### config.mk
export PLATFORM = sky130hd
export DESIGN_NAME = vram_slot_seq
export DESIGN_NICKNAME = d
export VERILOG_FILES = /design/src/rtl/vram_slot_seq.sv
export SDC_FILE = /design/constraint.sdc
export NUM_CORES = 1
export LEC_CHECK = 0
export BUFFER_PORTS_ARGS = -buffer_cell sky130_fd_sc_hd__buf_2
export CORE_MARGIN = 3
export CORE_UTILIZATION = 51
export CTS_CLUSTER_DIAMETER = 50
export DETAILED_ROUTE_END_ITERATION = 8
export HOLD_SLACK_MARGIN = 0.05
export PLACE_DENSITY = 0.88
export SYNTH_ARGS = -nofsm -noshare
export SYNTH_HDL_FRONTEND = slang
export SYNTH_SLANG_ARGS = --single-unit
### constraint.sdc
create_clock -name CLK -period 1.98 [get_ports CLK]
set_input_delay 0.099 -clock CLK [delete_from_list [all_inputs] [get_ports CLK]]
set_output_delay 0.099 -clock CLK [all_outputs]
set_load 0.005 [all_outputs]
### src/rtl/vram_slot_seq.sv
// vram_slot_seq
// Time-multiplexed VRAM access sequencer. A frame is PLANES display-fetch
// slots (one per colour plane) followed by one CPU slot, each slot lasting
// PHASES clock cycles. Every slot drives registered RAS/CAS/WE/address-select
// strobes. The CPU slot is granted either only during blanking (MODE=0) or
// on every frame (MODE=1). Granted accesses complete with a one-cycle CPU_ACK.
//
// Ports:
//   CLK        system clock
//   RSTn       asynchronous active-low reset
//   BLANKn     1 = active display, 0 = blanking (sampled at phase 0 of a slot)
//   MODE       0 = CPU slot only during blanking, 1 = CPU slot always
//   CPU_REQ    level request, held until CPU_ACK
//   CPU_RW     1 = read, 0 = write
//   CPU_PLANE  plane mask for the CPU access
//   CPU_ACK    one-cycle pulse on the last phase of a granted CPU slot
//   RASn       common row strobe
//   CASn       per-plane column strobe
//   WEn        common write enable
//   ADRSEL     1 = CPU address drives VRAM, 0 = display address
//   COLSEL     0 = row half of the address, 1 = column half
//   LATCH      per-plane display-data latch strobe
//   SLOT       current slot index (PLANES = CPU slot)

module vram_slot_seq #(
    parameter int PLANES = 3,
    parameter int PHASES = 4
) (
    input  logic                         CLK,
    input  logic                         RSTn,
    input  logic                         BLANKn,
    input  logic                         MODE,
    input  logic                         CPU_REQ,
    input  logic                         CPU_RW,
    input  logic [PLANES-1:0]            CPU_PLANE,
    output logic                         CPU_ACK,
    output logic                         RASn,
    output logic [PLANES-1:0]            CASn,
    output logic                         WEn,
    output logic                         ADRSEL,
    output logic                         COLSEL,
    output logic [PLANES-1:0]            LATCH,
    output logic [$clog2(PLANES+1)-1:0]  SLOT
);

    localparam int SW = $clog2(PLANES + 1);
    localparam int PW = $clog2(PHASES);

    // ST_START holds the counters at slot 0 phase 0 so that the first edge
    // after reset release enters slot 0 phase 0 rather than phase 1.
    typedef enum logic {
        ST_START,
        ST_RUN
    } state_t;

    state_t            state, state_next;
    logic [PW-1:0]     phase, phase_next;
    logic [SW-1:0]     slot, slot_next;

    logic              blank_q, grant_q, rw_q;
    logic [PLANES-1:0] mask_q;

    logic              enter_slot, cpu_next;
    logic              blank_eff, grant_eff, rw_eff;
    logic [PLANES-1:0] mask_eff;
    logic              ras_on, col_on, last_ph;

    logic              rasn_d, wen_d, adrsel_d, colsel_d, ack_d;
    logic [PLANES-1:0] casn_d, latch_d;

    // Next-state logic for the run state and the phase/slot counters.
    always_comb begin
        state_next = ST_RUN;
        phase_next = phase;
        slot_next  = slot;
        if (state == ST_START) begin
            phase_next = '0;
            slot_next  = '0;
        end else if (phase == PW'(PHASES - 1)) begin
            phase_next = '0;
            if (slot == SW'(PLANES)) begin
                slot_next = '0;
            end else begin
                slot_next = slot + SW'(1);
            end
        end else begin
            phase_next = phase + PW'(1);
        end
    end

    // Per-slot samples are taken on the edge entering phase 0. The outputs
    // for that same phase need the freshly sampled values, so they bypass
    // the holding registers on slot entry.
    always_comb begin
        enter_slot = (phase_next == '0);
        cpu_next   = (slot_next == SW'(PLANES));
        blank_eff  = enter_slot ? BLANKn : blank_q;
        grant_eff  = enter_slot ? (cpu_next & CPU_REQ & (MODE | ~BLANKn)) : grant_q;
        rw_eff     = enter_slot ? CPU_RW : rw_q;
        mask_eff   = enter_slot ? CPU_PLANE : mask_q;
    end

    // Strobe values for the phase being entered; registered below so every
    // output is a flop and changes only on the edge entering its phase.
    always_comb begin
        rasn_d   = 1'b1;
        casn_d   = '1;
        wen_d    = 1'b1;
        adrsel_d = 1'b0;
        colsel_d = 1'b0;
        latch_d  = '0;
        ack_d    = 1'b0;
        ras_on   = (phase_next != '0);
        col_on   = (phase_next >= PW'(2));
        last_ph  = (phase_next == PW'(PHASES - 1));
        if (!cpu_next) begin
            // Display slot: always a RAS cycle, so blanking slots still refresh.
            rasn_d   = ~ras_on;
            colsel_d = col_on;
            if (blank_eff) begin
                for (int k = 0; k < PLANES; k++) begin
                    if (slot_next == SW'(k)) begin
                        casn_d[k]  = ~col_on;
                        latch_d[k] = last_ph;
                    end
                end
            end
        end else if (grant_eff) begin
            // Granted CPU slot; an empty mask degenerates to RAS-only but still acks.
            adrsel_d = 1'b1;
            rasn_d   = ~ras_on;
            colsel_d = col_on;
            casn_d   = col_on ? ~mask_eff : '1;
            wen_d    = ~(col_on & ~rw_eff);
            ack_d    = last_ph;
        end
    end

    // Sequencer state, counters and per-slot samples.
    always_ff @(posedge CLK or negedge RSTn) begin
        if (!RSTn) begin
            state   <= ST_START;
            phase   <= '0;
            slot    <= '0;
            blank_q <= 1'b0;
            grant_q <= 1'b0;
            rw_q    <= 1'b0;
            mask_q  <= '0;
        end else begin
            state   <= state_next;
            phase   <= phase_next;
            slot    <= slot_next;
            blank_q <= blank_eff;
            grant_q <= grant_eff;
            rw_q    <= rw_eff;
            mask_q  <= mask_eff;
        end
    end

    // Output registers; reset drops all strobes to inactive immediately.
    always_ff @(posedge CLK or negedge RSTn) begin
        if (!RSTn) begin
            RASn    <= 1'b1;
            CASn    <= '1;
            WEn     <= 1'b1;
            ADRSEL  <= 1'b0;
            COLSEL  <= 1'b0;
            LATCH   <= '0;
            CPU_ACK <= 1'b0;
            SLOT    <= '0;
        end else begin
            RASn    <= rasn_d;
            CASn    <= casn_d;
            WEn     <= wen_d;
            ADRSEL  <= adrsel_d;
            COLSEL  <= colsel_d;
            LATCH   <= latch_d;
            CPU_ACK <= ack_d;
            SLOT    <= slot_next;
        end
    end

endmodule

After elaboration in Yosys (flattened, before gate mapping)
Index checks and enable logic that the tools add are counted.
Widths: inputs -> output; s select.
Operators by class
  reduce and logical (&&, ||, !) cells: 3
  muxes and demuxes: 31
  equal/unequal tests: 6
  add/sub/neg operators: 2
  bitwise operators: 10
  $lt $le $gt $ge: 1
Operator list (number)
  $mux 3: 7
  $mux 1: 19
  $eq 2x2->1 const B: 5
  $mux 2: 5
  $not 1->1: 5
  $add 2x1->2 const B: 2
  $logic_not 2->1: 2
  $and 1x1->1: 3
  $not 3->3: 1
  $eq 2x1->1 const B: 1
  $ge 2x2->1 const B: 1
  $reduce_bool 2->1: 1
  $or 1x1->1: 1
Storage, ports and cells
  register bits: 22
  bits of input ports: 9
  output and inout bits: 13
  logic and storage cells: 67

Logic depth before layout (Yosys ltp)
Gate-level depths: netlist of run 1.
  depth after elaboration: 10
  gate-level depth with buffers: 6

Worst setup path before layout of run 1
No wires, ideal clock.
  kind: reg2reg
  start: register phase[0]
  end: register CASn[0]
  arrival time: 1.631 ns
  data required time: 1.898 ns
  setup slack: 0.267 ns
  period minus slack after synthesis: 1.713 ns
  library setup time: 0.082 ns
  cell stages (with the launch flop): 7
  cell sequence: dfrtp_1 -> ha_1 -> o21ba_2 -> nand2b_4 -> buf_8 -> mux2i_4 -> o31a_1
Between the ends
  cells in the longest elaborated chain, start to end: 9
  elaborated cells between the ends (all ways): 22
Ends and longest elaborated chain
  from (decl): RTL line 57  | logic [PW-1:0] phase, phase_next;
  from (signal assigned): RTL line 151  | phase <= phase_next;
  $add 2x1->2 or $eq 2x2->1 (tied branches): RTL line 87, 79
  $mux 2: RTL line 79  | end else if (phase == PW'(PHASES - 1)) begin
  $mux 2: RTL line 76  | if (state == ST_START) begin
  $logic_not 2->1 or $eq 2x2->1 (tied branches): RTL line 95, 96
  $mux 3 or $and 1x1->1 (tied branches): RTL line 100, 98
  $not 3->3 or $and 1x1->1 (tied branches): RTL line 133, 98
  $mux 3 or $mux 1 (tied branches): RTL line 133, 98
  $mux 3: RTL line 128  | end else if (grant_eff) begin
  $mux 3 *: RTL line 116  | if (!cpu_next) begin
  named net casn_d[0]: RTL line 69  | logic [PLANES-1:0] casn_d, latch_d;
  to (signal assigned): RTL line 173  | CASn <= casn_d;
  to (decl): RTL line 38  | output logic [PLANES-1:0] CASn,
The timed path passes the listed nets; every way through them passes the cells marked *.

Final worst setup path of run 1
Same ends and word-level chain as after synthesis.

==> impl_metrics.ini, run 1 <==
[timing]
finalHoldViolCount = 0
rsz0062_at_grt = no
totalNegativeSetupSlack_ns = 0
fmax_mhz = 543
skew_ns = 0.00593
slew_violations = 0
layout_min_cycle_time_ns = 1.84
fin_crit_sh_pct = 93.0
finalSetupViolCount = 0

[placement]
io_buffers = 21
dpl.hpwl_mm = 1.33
place_inst = 117
gp_congestion = 0.881

[run_status]
status = complete, no violations

[logic_synthesis]
synth_seq_area_share_pct = 59.2
syn_inst = 74
synthTopCellsByArea = dfrtp_1 45%, dfstp_2 14%, mux2_2 4.8%, ha_1 2.7%, mux2i_4 2.4%
netlist_area_um2 = 941
yosysMostFrequentCell = dfrtp_1
yosys_warnings = 0
syn_area_per_cell_um2 = 12.7
syn-num-nets = 85
synthArstFlopShare_pct = 100
synth_top_area_share_pct = 45.2
synth_largest_area_cell = dfrtp_1
ys_ff_latch = 22
synth_edf_count = 0
synth_common_cells = 17 x dfrtp_1, 5 x dfstp_2, 5 x inv_1
synth_flop_cell = dfrtp_1
ys_types = 31

[routing]
wl_per_cell_um = 14.6
wl_mm = 1.84
via_count = 656
dr.pass1.iters = 4
drc_errors = 0
final_antenna_net_count = 0
viasPerCell = 5.21
drt_iter0_markers = 13

[hold_path]
min-delay-start = BLANKn
holdCritPathClass = in -> reg

[layout]
final_nets = 114
multiInputGateArea_um2 = 352
area_growth_pct = 23.8
fill_cells = 121
final-seq-area_um2 = 557
final_cells = 126
final_layout_size_suffix_gt1_share_pct = 41.2
diodes = 0

[power_and_ir_drop]
swShare_pct = 22.9
irDropWorstVdd_mv = 0.667
clockPowerShare_pct = 34.2
p_per_area_mw_per_mm2 = 849
switching_power_uw = 227
p_comb_share_pct = 14.8
p_int_uw = 762
p_seq_share_pct = 51.0
leakagePower_uw = 0.000560
total_power_uw = 989

[flow_run]
drv_cap = 0

[clock_network]
cts_tree = built
insertion_delay_ns = 0.31
cts_buffer_depth = 2
root_buffer = clkbuf_4
clkTransAtPathRegs_ns = 0.12
postCtsSetupRepairBufs = 0
cts_inserted_buffers = 3
htree_levels = 1
cts_sinks = 22

[floorplanning]
coreArea_mm2 = 0.00161
die_h_um = 49.0
io_pins = 22
rows = 14
die_w_um = 49.0
dieArea_mm2 = 0.00240
start_util_pct = 58.4

[worst_setup_path]
reg2reg_from = phase[0]$_DFF_PN0_
crit_type = reg -> reg
required_ns = 2.23
ff2ff_setup_slack_ns = 0.14
cp_slowest_cell = dfrtp_1
path_max_fanout = 7
critPathCaptureType = register
crit_start = phase[0]$_DFF_PN0_
worstPathCellList = ha_2, o21ba_2, o221ai_1, a211o_1, o31a_1
arrival_ns = 2.09
cp-start-kind = register
slowest_delay_ns = 0.43

[global_routing]
grt_pass1_vias = 718
track_usage_pct = 17.6
overflow = 0
grt_pass1_wl_mm = 3.19
grt_max_degree = 23
antenna_found_initial = 0
==> state kept, by name, summed over array words and instances (netlist names), 2 cells and up <==
register	cells
mask_q	3
LATCH	3
SLOT	2
CASn	3
phase	2
==> path summary, 6_finish.rpt <==
| kind | endpoint | cells after the start |
|---|---|---|
| worst max-delay path | CASn[0]$_DFF_PN1_ | 5 |
| worst min-delay path | blank_q$_DFF_PN0_ | 3 |
| worst max register to register | CASn[0]$_DFF_PN1_ | 5 |
| worst min register to register | WEn$_DFF_PN1_ | 2 |
| max in group asynchronous | CASn[0]$_DFF_PN1_ | 2 |
| min in group asynchronous | blank_q$_DFF_PN0_ | 2 |
==> through the flow <==
stage / area (um2) / utilization, % / setup WS (ns) / hold slack (ns)
after floorplan: 941 / - / 0.267 / -0.197
after global placement: 1060 / 65.5 / 0.193 / 0.0734
after detailed placement: 1060 / 65.5 / 0.124 / 0.0743
after CTS: 1160 / 71.9 / 0.0664 / 0.0878
after global routing: 1160 / 72.3 / 0.0538 / 0.112
final: 1160 / 72.3 / 0.139 / 0.0883
==> worst max-delay path: cells and delay by family (launching register included) <==
family,cells,cell delay [ns]
AO/OA/AOI/OAI,4,1.01
adder cells (fa/ha/maj),1,0.34
flip-flops,1,0.43
==> routing by layer <==
layer	track usage (%)	vias up	wire length, um	share of wire [%]
met5	0	-	0	0
met4	11.8	0	46	2.5
met3	4.89	4	141	7.7
met2	29.6	39	919	50
met1	19.0	301	731	40
li1	-	312	-	-
==> final cells by class <==
| cell class | instances | share of cell area (%) |
|---|---|---|
| Clock buffer | 3 | 1.93 |
| Inverter | 5 | 1.61 |
| Sequential cell | 22 | 47.8 |
| Tap cell | 24 | 2.58 |
| Clock inverter | 1 | 2.58 |
| Multi-Input combinational cell | 45 | 30.2 |
| Timing Repair Buffer | 26 | 13.3 |
==> power by group through the flow <==
stage                     logic, uW  clock network, uW  registers [uW]
after detailed placement        135                  0             514
after global routing            161                364             508
after CTS                       144                342             505
after global placement          129                  0             511
final                           146                338             505
after floorplan                98.7                  0             508
==> kinds of logic after synthesis <==
logic type | after synthesis | synth area share (%)
multiplexers | 6 | 8.24
adder cells (fa/ha/maj) | 2 | 2.66
buffers and inverters | 7 | 4.12
AO/OA/AOI/OAI | 13 | 10.5
AND/OR/NAND/NOR | 23 | 14.9
other | 1 | 0.399
flip-flops | 22 | 59.2
==> repair_timing <==
item / 4_1_cts / 5_1_grt
resized for setup: 0 / 2
hold endpoints to repair: 21 / 0
endpoints found under the setup margin: 0 / 1
hold buffers: 5 / 0
==> layout by cell type, fill, tap and decap left out, drive strengths merged, types with 3 or more instances in the layout <==
| cell | synthesis | routed |
|---|---|---|
| buf | 1 | 21 |
| mux2 | 4 | 4 |
| nand2 | 3 | 3 |
| dfrtp | 17 | 17 |
| dlygate4sd3 | 0 | 5 |
| inv | 5 | 5 |
| nand3 | 3 | 3 |
| dfstp | 5 | 5 |
| clkbuf | 1 | 3 |
| nor2 | 4 | 4 |
| nor3 | 3 | 3 |
| o21ai | 5 | 5 |
No activity file was read; power rests on OpenSTA's default activity.
==> run 2, diff against run 1 <==
--- a/config.mk
+++ b/config.mk
@@ -12,6 +12,7 @@
 export DETAILED_ROUTE_END_ITERATION = 8
 export HOLD_SLACK_MARGIN = 0.05
 export PLACE_DENSITY = 0.88
+export SETUP_SLACK_MARGIN = 0.2
 export SYNTH_ARGS = -nofsm -noshare
 export SYNTH_HDL_FRONTEND = slang
 export SYNTH_SLANG_ARGS = --single-unit
==> impl_metrics.ini, run 2 (synthesis gave the netlist of run 1 again) <==
[routing]
drt_iter0_markers = 27
wl_mm = 1.97
via_count = 693
viasPerCell = 5.37
wl_per_cell_um = 15.3
final_antenna_net_count = 0
drc_errors = 0
dr.pass1.iters = 5

[power_and_ir_drop]
leakagePower_uw = 0.000577
p_per_area_mw_per_mm2 = 835
irDropWorstVdd_mv = 0.626

[placement]
place_inst = 117
dpl.hpwl_mm = 1.33
gp_congestion = 0.881
dpl_worst_slack_ns = 0.124
io_buffers = 21

[clock_network]
clkTransAtPathRegs_ns = 0.12
cts_inserted_buffers = 3
cts_tree = built
htree_levels = 1
insertion_delay_ns = 0.30
root_buffer = clkbuf_4
cts_buffer_depth = 2
cts_sinks = 22

[layout]
final_common_cell = buf_2
area_growth_pct = 28.3
final_nets = 117
layout_common_cells = 21 x buf_2, 17 x dfrtp_1, 5 x dfstp_2, 5 x inv_1, 5 x dlygate4sd3_1
diodes = 0
final_cells = 129
final_layout_size_suffix_gt1_share_pct = 44.8
reg_top3 = CASn (3), LATCH (3), mask_q (3)

[timing]
finalSetupViolCount = 0
slew_violations = 0
rsz0062_at_grt = no
skew_ns = 0.00141
fmax_mhz = 569
finalWorstSetupSlack_ns = 0.223
layout_min_cycle_time_ns = 1.76
fin_crit_sh_pct = 88.7
totalNegativeSetupSlack_ns = 0
finalHoldViolCount = 0

[floorplanning]
rows = 14
coreArea_mm2 = 0.00161
dieArea_mm2 = 0.00240
die_h_um = 49.0
start_util_pct = 58.4
die_w_um = 49.0
io_pins = 22

[worst_setup_path]
cp-start-kind = register
reg2reg_from = phase[0]$_DFF_PN0_
r2r_end = CASn[0]$_DFF_PN1_
path_max_fanout = 7
critPathCaptureType = register
cp-endpoint = CASn[0]$_DFF_PN1_
rr_worst_depth = 5
required_ns = 2.23
arrival_ns = 2.01
ff2ff_setup_slack_ns = 0.22
crit_start = phase[0]$_DFF_PN0_
crit_type = reg -> reg

[flow_run]
drv_cap = 0

[global_routing]
overflow = 0
grt_pass1_vias = 741
grt_max_degree = 23
track_usage_pct = 18.3
antenna_found_initial = 0
grt_pass1_wl_mm = 3.31

[run_status]
status = complete, no violations

[hold_path]
holdCritPathClass = in -> reg
run 2: changes by cell type in the layout (fill, tap and decap cells not counted):
cell and delta:
ha_2 -1, o221ai_2 +1, o21ai_0 -1, o221ai_1 -1, buf_4 +3, ha_4 +1
o21ai_2 +1
run 2: worst min-delay path by stage:
stage,from,endpoint,slack [ns],cells after the start
after global routing,BLANKn,blank_q$_DFF_PN0_,0.12,3
after CTS,BLANKn,blank_q$_DFF_PN0_,0.09,3
final,BLANKn,blank_q$_DFF_PN0_,0.1,3
after global placement,RSTn,SLOT[0]$_DFF_PN0_,0.07,1
after detailed placement,RSTn,SLOT[0]$_DFF_PN0_,0.07,1
after floorplan,RSTn,ADRSEL$_DFF_PN0_,-0.20,0
run 2: final cells by class:
cell class / instances / area, um2
clock inverters: 1 / 30.0
fillers: 116 / 404
well taps: 24 / 30.0
flip-flops and latches: 22 / 557
inverters: 5 / 18.8
clock buffers: 3 / 22.5
repair buffers: 29 / 178
multi-input cells: 45 / 372
run 2: repair_timing:
item	4_1_cts	5_1_grt
endpoints found under the hold margin	21	0
resized for setup	3	2
buffers inserted	1	2
hold buffers	5	0
setup endpoints to repair	10	9
pin swaps	0	1
run 2: layer usage:
metal	global-route usage [%]	wire (um)	vias to the layer above
met5	0	0	-
li1	-	-	318
met2	30.5	970	44
met4	13.3	80	0
met3	5.20	180	8
met1	19.6	739	323
run 2: report_power, final:
part	switching, uW	internal (uW)	leakage, uW
clock	131	205	0.0000279
sequential	22.5	485	0.000273
combinational	79.0	86.8	0.000276
run 2: critical path, cell delays in order, from the launching register on:
cell and delay, ns:
dfrtp_1 0.45, ha_4 0.28, o21ba_2 0.28, nand2b_4 0.16, mux2i_4 0.35, o31a_1 0.19
run 2: per-stage QoR:
step                      util, %  instance area [um2]  hold slack (ns)  total power [uW]
after global placement       65.5                 1060           0.0734               639
final                        74.9                 1210           0.0996              1010
after detailed placement     65.5                 1060           0.0743               649
after CTS                    73.8                 1190           0.0878              1010
after floorplan                 -                  941           -0.197               606
after global routing         74.9                 1210            0.120              1050
==> run 3, diff against run 2 <==
--- a/config.mk
+++ b/config.mk
@@ -7,12 +7,12 @@
 export LEC_CHECK = 0
 export BUFFER_PORTS_ARGS = -buffer_cell sky130_fd_sc_hd__buf_2
 export CORE_MARGIN = 3
-export CORE_UTILIZATION = 51
+export CORE_UTILIZATION = 40
 export CTS_CLUSTER_DIAMETER = 50
 export DETAILED_ROUTE_END_ITERATION = 8
 export HOLD_SLACK_MARGIN = 0.05
-export PLACE_DENSITY = 0.88
-export SETUP_SLACK_MARGIN = 0.2
+export PLACE_DENSITY = 0.74
+export SETUP_SLACK_MARGIN = 0.15
 export SYNTH_ARGS = -nofsm -noshare
 export SYNTH_HDL_FRONTEND = slang
 export SYNTH_SLANG_ARGS = --single-unit
==> impl_metrics.ini, run 3 (synthesis gave the netlist of run 1 again) <==
[timing]
finalHoldViolCount = 0
skew_ns = 0.00925
fmax_mhz = 573
slew_violations = 0
fin_crit_sh_pct = 88.2
totalNegativeSetupSlack_ns = 0
layout_min_cycle_time_ns = 1.75
finalSetupViolCount = 0
rsz0062_at_grt = no

[routing]
drc_errors = 0
wl_mm = 1.79
viasPerCell = 4.88
via_count = 629
wl_per_cell_um = 13.9
dr.pass1.iters = 4
final_antenna_net_count = 0
drt_iter0_markers = 12

[global_routing]
grt_pass1_wl_mm = 2.93
grt_max_degree = 23
antenna_found_initial = 0
overflow = 0
track_usage_pct = 14.6
grt_pass1_vias = 627

[worst_setup_path]
critPathCaptureType = register
arrival_ns = 2.01
cp-start-kind = register
required_ns = 2.25
cp_slowest_cell = dfrtp_1
slowest_delay_ns = 0.44
worstPathCellList = ha_4, o21ba_2, nand2b_4, mux2i_4, o31a_1
path_max_fanout = 7
crit_type = reg -> reg

[layout]
final_layout_size_suffix_gt1_share_pct = 43.1
fill_cells = 194
reg_top3 = CASn (3), LATCH (3), mask_q (3)
layout_common_cells = 21 x buf_2, 17 x dfrtp_1, 5 x dfstp_2, 5 x inv_1, 5 x dlygate4sd3_1
final_common_cell = buf_2
diodes = 0
area_growth_pct = 26.3
final_area_mm2 = 0.00119
final_nets = 114

[floorplanning]
die_h_um = 54.5
die_w_um = 54.5
io_pins = 22
dieArea_mm2 = 0.00297
start_util_pct = 45.2
rows = 16
coreArea_mm2 = 0.00208

[clock_network]
insertion_delay_ns = 0.31
root_buffer = clkbuf_4
htree_levels = 1
clkTransAtPathRegs_ns = 0.12
cts_inserted_buffers = 3
cts_buffer_depth = 2
cts_sinks = 22
cts_tree = built
postCtsSetupRepairBufs = 0

[power_and_ir_drop]
irDropWorstVdd_mv = 0.789
swShare_pct = 22.8
p_int_uw = 768
leakagePower_uw = 0.000562
p_seq_share_pct = 50.9
p_comb_share_pct = 15.1
p_per_area_mw_per_mm2 = 837
clockPowerShare_pct = 34.0
switching_power_uw = 227

[hold_path]
holdCritPathClass = in -> reg

[placement]
dpl.hpwl_mm = 1.33
io_buffers = 21
gp_congestion = 0.853
placed_cell_area_mm2 = 0.00106

[flow_run]
drv_cap = 0

[run_status]
status = complete, no violations
==> run 3: cell count changes in the layout (fill, tap and decap cells not counted) <==
cell,delta
o21ai_0,+1
o21ai_1,-1
buf_4,-3
==> run 3: what timing repair did <==
action,in CTS,in global routing
resized for setup,1,4
setup endpoints to repair,2,11
hold buffers,5,0
pin swaps,0,1
endpoints found under the hold margin,21,0
==> run 3: critical path, delay by kind of cell (launching register included) <==
| family | cells | cell delay, ns |
|---|---|---|
| simple gates | 1 | 0.18 |
| fa+ha+maj | 1 | 0.28 |
| flops | 1 | 0.44 |
| mux | 1 | 0.35 |
| compound gates | 2 | 0.45 |
==> run 3: area by class of cell <==
type | count | area [um2] | area share, %
flip-flops and latches | 22 | 557 | 46.8
multi-input cells | 45 | 372 | 31.3
repair buffers | 26 | 155 | 13.1
well taps | 27 | 33.8 | 2.84
clock inverters | 1 | 30.0 | 2.53
clock buffers | 3 | 22.5 | 1.89
inverters | 5 | 18.8 | 1.58
==> run 3: metal layers <==
metal	up-vias	GRT usage (%)	wire (um)
met1	295	18.3	819
met4	0	8.71	40
li1	312	-	-
met2	17	22.7	839
met3	5	3.54	93
met5	-	0	0
==> run 3: per-stage QoR <==
| step | hold slack, ns | util, % | instances | total power [uW] | worst slack, ns |
|---|---|---|---|---|---|
| 2_1_floorplan | -0.197 | - | 74 | 606 | 0.267 |
| 3_3_place_gp | 0.0750 | 50.9 | 120 | 641 | 0.174 |
| 3_5_place_dp | 0.0793 | 50.9 | 120 | 646 | 0.118 |
| 4_1_cts | 0.0803 | 56.0 | 129 | 992 | 0.154 |
| 5_1_grt | 0.118 | 57.1 | 129 | 1040 | 0.142 |
| 6_report | 0.0854 | 57.1 | 129 | 995 | 0.234 |
==> run 3: final timing paths <==
path	startpoint	endpoint	slack, ns	cells past startpoint
hold / removal	BLANKn	blank_q$_DFF_PN0_	0.09	3
hold reg to reg	rw_q$_DFF_PN0_	WEn$_DFF_PN1_	0.51	2
max in group asynchronous	RSTn	RASn$_DFF_PN1_	1.38	2
setup / recovery	phase[0]$_DFF_PN0_	CASn[1]$_DFF_PN1_	0.23	5
setup reg to reg	phase[0]$_DFF_PN0_	CASn[1]$_DFF_PN1_	0.23	5
min in group asynchronous	RSTn	LATCH[2]$_DFF_PN0_	0.25	2
==> run 3: power by group through the flow <==
stage                     clock network (uW)  logic, uW  registers (uW)
after floorplan                            0       98.7             508
after detailed placement                   0        134             513
after global routing                     362        170             512
final                                    338        150             507
after global placement                     0        130             511
after CTS                                346        142             504
